## src/rtl/io_pad_ccff_bank.sv

```systemverilog
// io_pad_ccff_bank: multi-channel pad configuration memory.
// A serial CCFF chain (ccff_head -> ccff_tail) is loaded by shifting. A separate
// active bank copies the chain only on a synchronised CFG_DONE rise, so the pads
// never see a half-shifted configuration. Until the first commit, each
// channel's fabric-to-SOC output is held at its configured default bit.
module io_pad_ccff_bank #(
    parameter int   NUM_CH    = 4,
    parameter int   CFG_BITS  = 4,
    parameter logic DEF_RESET = 1'b0,
    parameter int   CNT_W     = 8
) (
    input  logic                         prog_clock,
    input  logic                         prog_reset_n,
    input  logic                         config_enable,
    input  logic                         CFG_DONE,
    input  logic                         ccff_head,
    output logic                         ccff_tail,
    output logic [NUM_CH*CFG_BITS-1:0]   mem_out,
    output logic [NUM_CH*CFG_BITS-1:0]   mem_outb,
    input  logic [NUM_CH-1:0]            pad_outpad,
    output logic [NUM_CH-1:0]            gfpga_pad_F2A,
    output logic                         cfg_loaded,
    output logic                         cfg_len_ok
);

    localparam int               L       = NUM_CH * CFG_BITS;
    localparam logic [CNT_W-1:0] CNT_MAX = '1;
    localparam logic [CNT_W-1:0] CNT_LEN = CNT_W'(L);

    typedef enum logic [1:0] {
        IDLE    = 2'd0,
        PENDING = 2'd1,
        COMMIT  = 2'd2
    } state_e;

    state_e           state_q, state_d;
    logic [L-1:0]     chain_q, chain_d;
    logic [L-1:0]     bank_q, bank_d;
    logic [CNT_W-1:0] cnt_q, cnt_d;
    logic             restart_q, restart_d;
    logic             loaded_q, loaded_d;
    logic             sync_q, sync_qq;
    logic             done_rise;

    // Two-flop synchroniser for the asynchronous CFG_DONE level.
    always_ff @(posedge prog_clock or negedge prog_reset_n) begin
        if (!prog_reset_n) begin
            sync_q  <= 1'b0;
            sync_qq <= 1'b0;
        end else begin
            // NOTE: non-blocking so sync_qq takes the old sync_q, giving two real stages.
            sync_q  <= CFG_DONE;
            sync_qq <= sync_q;
        end
    end

    // Only rising edges of CFG_DONE request a commit; falling edges are ignored.
    assign done_rise = sync_q & ~sync_qq;

    // Next-state logic for the chain, the bit counter and the commit FSM.
    always_comb begin
        // NOTE: every output gets a hold default first so no latch is inferred.
        state_d   = state_q;
        chain_d   = chain_q;
        bank_d    = bank_q;
        cnt_d     = cnt_q;
        restart_d = restart_q;
        loaded_d  = loaded_q;

        // The counter restarts on the first shift after a commit, and that shift
        // itself counts as bit one so a full reload reads exactly L. A shift
        // landing in the COMMIT cycle is likewise the first of the next reload.
        if (config_enable) begin
            chain_d   = {chain_q[L-2:0], ccff_head};
            restart_d = 1'b0;
            if (restart_q || state_q == COMMIT) begin
                cnt_d = CNT_W'(1);
            end else if (cnt_q != CNT_MAX) begin
                cnt_d = cnt_q + CNT_W'(1);
            end
        end else if (state_q == COMMIT) begin
            restart_d = 1'b1;
        end

        case (state_q)
            IDLE: begin
                if (done_rise) begin
                    state_d = config_enable ? PENDING : COMMIT;
                end
            end
            PENDING: begin
                // Further rises here are absorbed: one commit per pending request.
                if (!config_enable) begin
                    state_d = COMMIT;
                end
            end
            COMMIT: begin
                // chain_q is the pre-shift value even if shifting restarts now.
                bank_d   = chain_q;
                loaded_d = 1'b1;
                state_d  = IDLE;
            end
            default: state_d = IDLE;
        endcase
    end

    // All chain, bank, counter and FSM state registers.
    always_ff @(posedge prog_clock or negedge prog_reset_n) begin
        if (!prog_reset_n) begin
            state_q   <= IDLE;
            chain_q   <= '0;
            bank_q    <= {L{DEF_RESET}};
            cnt_q     <= '0;
            restart_q <= 1'b0;
            loaded_q  <= 1'b0;
        end else begin
            state_q   <= state_d;
            chain_q   <= chain_d;
            bank_q    <= bank_d;
            cnt_q     <= cnt_d;
            restart_q <= restart_d;
            loaded_q  <= loaded_d;
        end
    end

    assign ccff_tail  = chain_q[L-1];
    assign mem_out    = bank_q;
    assign mem_outb   = ~bank_q;
    assign cfg_loaded = loaded_q;
    assign cfg_len_ok = (cnt_q == CNT_LEN);

    // Before the first commit each pad drives its channel's lowest config bit.
    for (genvar c = 0; c < NUM_CH; c++) begin : g_pad_gate
        assign gfpga_pad_F2A[c] = loaded_q ? pad_outpad[c] : bank_q[c*CFG_BITS];
    end

endmodule

```

## config.mk

```make
export PLATFORM = sky130hd
export DESIGN_NAME = io_pad_ccff_bank
export DESIGN_NICKNAME = d
export VERILOG_FILES = /design/src/rtl/io_pad_ccff_bank.sv
export SDC_FILE = /design/constraint.sdc
export NUM_CORES = 1
export LEC_CHECK = 0
export CAP_MARGIN = 30
export CORE_MARGIN = 2
export CORE_UTILIZATION = 50
export CTS_BUF_LIST = sky130_fd_sc_hd__clkbuf_2 sky130_fd_sc_hd__clkbuf_4 sky130_fd_sc_hd__clkbuf_8
export CTS_CLUSTER_DIAMETER = 40
export DETAILED_ROUTE_END_ITERATION = 16
export PLACE_DENSITY = 0.78
export SLEW_MARGIN = 10
export SYNTH_ARGS = -nofsm -noshare
export SYNTH_HDL_FRONTEND = slang
export SYNTH_SLANG_ARGS = --single-unit
export TNS_END_PERCENT = 100
```

## constraint.sdc

```tcl
create_clock -name prog_clock -period 2.27 [get_ports prog_clock]
set_input_delay 0.5675 -clock prog_clock [delete_from_list [all_inputs] [get_ports prog_clock]]
set_output_delay 0.5675 -clock prog_clock [all_outputs]
set_load 0.05 [all_outputs]
```

# Yosys cells after proc, flatten, opt, wreduce, memory -nomap -nowiden
# Cells that the tools add are included.
# W data, S select, Z words.
# classes
n_bitwise	3
n_addsub	1
n_reduce_logical	6
n_eq_ne	6
n_mux	12
# op_table
op	n
$mux W8	2
$not A16 Y16	1
$add A8 B1 Y8 const B	1
$eq A8 B5 Y1 const B	1
$ne A8 B8 Y1 const B	1
$mux W1	6
$mux W2	3
$ne A2 B2 Y1 const B	2
$pmux W2 S2	1
$reduce_and A2 Y1	2
$reduce_bool A2 Y1	2
$eq A2 B1 Y1 const B	1
$eq A2 B2 Y1 const B	1
$logic_not A2 Y1	1
$and A1 B1 Y1	1
$logic_or A1 B1 Y1	1
$not A1 Y1	1
# word_totals
register_bits	46
elab_cells	36

# Depth between registers and ports, before layout
# Gate-level depths: netlist of the first run.
# depth
word_depth	4
depth_mapped	5
ltp_nobuf	5

# Least setup slack after synthesis of the first run
# No wires, ideal clock.
# synth_path
path_kind	register to output
from	reg bank_q[0], in the netlist mem_out[0]
to	out gfpga_pad_F2A[0]
path_buffers	0
stages_incl_launch_ff	3
slack_ns	-0.459
arrival_ns	2.161
cell_sequence	dfrtp_1 inv_1 o21ai_0
# synth_via
elab_chain_cells	1
# synth_lines
item	line	text
start, declared	38	logic [L-1:0] bank_q, bank_d;
start signal, assigned	112	bank_q <= {L{DEF_RESET}};
start signal, assigned	119	bank_q <= bank_d;
$mux W1	134	assign gfpga_pad_F2A[c] = loaded_q ? pad_outpad[c] : bank_q[c*CFG_BITS];
end, declared	21	output logic [NUM_CH-1:0] gfpga_pad_F2A,
# No other way between the ends.

# Final worst setup path of the first run
# layout_path
from	reg bank_q[4], in the netlist mem_out[4]
to	out mem_outb[4]
# layout_via
elab_chain_cells	1
# layout_lines
item	line	text
$not A16 Y16	128	assign mem_outb = ~bank_q;
end, declared	19	output logic [NUM_CH*CFG_BITS-1:0] mem_outb,
# No other way between the ends.

==> impl_metrics.csv, run 1 <==
group,metric,value,unit
pwr,p_sw_frac,0.449,
worst_setup_path,critPathLaunchType,"register",
sta,timing.setup.tns,0,ns
worst_setup_path,cp.required,1.70,ns
pwr,irDropWorstVdd,0.634,mV
clock_network,cts_buffer_depth,2,
worst_setup_path,cp_slowest_stage_delay,0.82,ns
synthesis,syn-cell-area,1930,um^2
clock_network,clk_pin_slew_worst_paths,0.08,ns
worst_setup_path,crit_type,"reg2out",
clock_network,root_buffer,"clkbuf_8",
clock_network,cts_max_level,2,
pwr,leakage,1.18,nW
synthesis,yosys_most_used_dff,"dfrtp_1",
detailed_routing,drt_iter0_drc,42,
global_routing,grt_pass1_vias,1407,
worst_setup_path,path_delay_family,"buffers and inverters",
clock_network,cts_tree,"built",
sta,fmax,461,MHz
sta,worst_clock_skew,0.00616,ns
pwr,seq_power_share,0.343,
detailed_routing,drt_pass1_iterations,4,
synthesis,synthCells,178,
synthesis,synth_edf_count,0,
detailed_routing,drcViolationCount,0,
pwr,p_comb_frac,0.497,
status,status,"finished clean",
global_routing,grt_pass1_wl,6440,um
floorplanning,num_io_pins,48,
synthesis,syn_avg_cell_area,10.9,um^2
synthesis,yosysWarnings,0,
detailed_routing,final_antenna_net_count,0,
placement,place_area,2520,um^2
floorplanning,dieArea,4380,um^2
worst_setup_path,critical_path_arrival,1.60,ns
synthesis,yosys.area.top_type,"dfrtp_1",
pwr,p_int,2.07,mW
floorplanning,rows,22,
placement,routabilityCongestion,0.835,
sta,max-slew-margin-rel,0.661,
clock_network,clkSinkCount,46,
worst_setup_path,r2r_cells,5,
clock_network,worstSkewPairLatency,0.29,ns
detailed_routing,viasPerCell,5.32,
synthesis,async_reset_ff_frac,1.00,
synthesis,synth_cell_type_count,33,
sta,drv_slew,0,
floorplanning,die_width,66.2,um
global_routing,gr-total-overflow,0,
global_routing,grt_usage,0.193,
final_layout,utilization,0.716,
pwr,power,3.77,mW
placement,hpwlAfterDp,2850,um
pwr,switchingPower,1.69,mW
pwr,power_frac_clock,0.160,
final_layout,antennaDiodeCount,0,
detailed_routing,wl_per_cell,13.8,um
sta,period_minus_slack,2.17,ns
floorplanning,start_util,0.524,
sta,tightest_slew,0.507,ns
synthesis,synth_area_leaders,"dfrtp_1 60%, mux2_2 9.3%, o21ai_0 5.4%",
sta,rsz0062_at_grt,"false",
worst_setup_path,crit_fanout,3,
run,cap_violations,0,
floorplanning,core,3690,um^2
min_path,min_path_type,"in2async",
final_layout,postLayoutCellArea,2640,um^2
pwr,powerDensity,1430,nW/um^2
worst_setup_path,cp-end-kind,"output port",
clock_network,numCtsBuffers,5,
final_layout,area_delta_synth_final,36.8,%
global_routing,grt_max_degree,34,
synthesis,synth_top_area_frac,0.596,
worst_setup_path,cp.depth,2,
worst_setup_path,crit_slowest_cell,"clkdlybuf4s50_1",
final_layout,nets,239,
global_routing,antenna_found_initial,0,
detailed_routing,vias,1475,
sta,finalSetupViolCount,0,
detailed_routing,routed_wl,3830,um
synthesis,ys_seq_area_frac,0.596,
worst_setup_path,crit_chain,"inv_1 > clkdlybuf4s50_1",
synthesis,syn-num-nets,189,
synthesis,synth-seq-cells,46,
final_layout,num-fill-cells,266,
placement,port_buffers,47,
clock_network,ctsHoldBuffers,0,
sta,hold_violations,0,
sta,period_share,0.956,
final_layout,drive_above_1_share,0.201,
worst_setup_path,critPathBufInv,2,
floorplanning,die_y,66.2,um
worst_setup_path,rrSetupSlack,0.69,ns
-- final timing paths --
kind | start | to
hold reg to reg | sync_q | sync_qq
min in group prog_clock | sync_q | sync_qq
max in group asynchronous | prog_reset_n | chain_q[10]
setup / recovery | mem_out[4] | mem_outb[4]
setup reg to reg | cnt_q[1] | cnt_q[3]
hold / removal | prog_reset_n | cfg_loaded
-- what timing repair did --
action	CTS	global route
endpoints found under the setup margin	0	1
buffers inserted	0	0
resized for setup	0	1
-- state kept, by name, indices dropped and copies added, names as in the netlist --
register and count:
chain_q 16, mem_out 16, cnt_q 8, state_q 2, cfg_loaded 1, restart_q 1
sync_q 1, sync_qq 1
-- power groups by stage --
stage                     logic (mW)  registers (mW)  clock network, mW
after global routing            1.96            1.33              0.654
after detailed placement        1.88            1.31                  0
final                           1.87            1.29              0.603
after CTS                       1.88            1.29              0.619
after floorplan                0.823            1.70                  0
after global placement          1.85            1.29                  0
-- final cells by class --
type / count / area (um^2) / area share
inverters: 20 / 75.1 / 0.0284
multi-input cells: 103 / 692 / 0.262
flip-flops and latches: 46 / 1150 / 0.436
repair buffers: 52 / 551 / 0.208
well taps: 48 / 60.1 / 0.0227
clock buffers: 7 / 83.8 / 0.0317
clock inverters: 1 / 30.0 / 0.0114
-- stage by stage --
stage	std cells	worst slack (ns)	hold WS, ns
2_1_floorplan	178	0.167	0.272
3_3_place_gp	269	0.363	0.364
3_5_place_dp	269	0.337	0.372
4_1_cts	277	0.0830	0.139
5_1_grt	277	0.0392	0.142
6_report	277	0.0996	0.139
-- cell families (layout without fill, tap and decap cells) --
logic type / Yosys count / after routing / synth area share
AND/OR/NAND/NOR: 48 / 48 / 0.125
flip-flops: 46 / 46 / 0.596
adder cells (fa/ha/maj): 2 / 2 / 0.0130
multiplexers: 17 / 17 / 0.0984
buffers and inverters: 29 / 80 / 0.0583
AO/OA/AOI/OAI: 36 / 36 / 0.109
-- placed cells by master (no fill, tap or decap), types with 2 or more instances in the layout --
master | synthesis | routed
mux2_2 | 16 | 16
nand4_1 | 2 | 2
o31ai_1 | 3 | 3
a21oi_1 | 5 | 5
nor3_1 | 2 | 2
dfrtp_1 | 46 | 46
clkdlybuf4s50_1 | 0 | 40
nand2_1 | 26 | 26
o21ai_2 | 1 | 5
clkbuf_4 | 0 | 2
nand3_1 | 4 | 4
ha_1 | 2 | 2
buf_12 | 0 | 5
nor2_1 | 3 | 3
and3_1 | 2 | 2
o21ai_0 | 21 | 17
buf_4 | 0 | 6
clkbuf_8 | 0 | 5
inv_1 | 20 | 20
-- layer usage --
layer | vias up | GRT usage | share of wire | routed length, um
met5 | - | 0 | 0 | 0
met2 | 46 | 0.331 | 0.51 | 1940
met4 | 0 | 0.0485 | 0.0063 | 24
li1 | 699 | - | - | -
met1 | 726 | 0.245 | 0.43 | 1630
met3 | 4 | 0.0477 | 0.061 | 233
-- cell usage after synthesis, types with 2 or more instances --
master and instances:
ha_1 2, nor3_1 2, o21ai_0 21, nand2_1 26
a21oi_1 5, clkbuf_1 5, buf_2 3, mux2_2 16
nor2_1 3, nand3_1 4, inv_1 20, nand4_1 2
and3_1 2, dfrtp_1 46, o31ai_1 3
No activity file was read; power rests on OpenSTA's default activity.
==> run 2: changes to the inputs <==
Settings changed: SLEW_MARGIN 10 to 20.
==> results of run 2 <==
Final layout, timing and power as in run 1 (identical DEF).
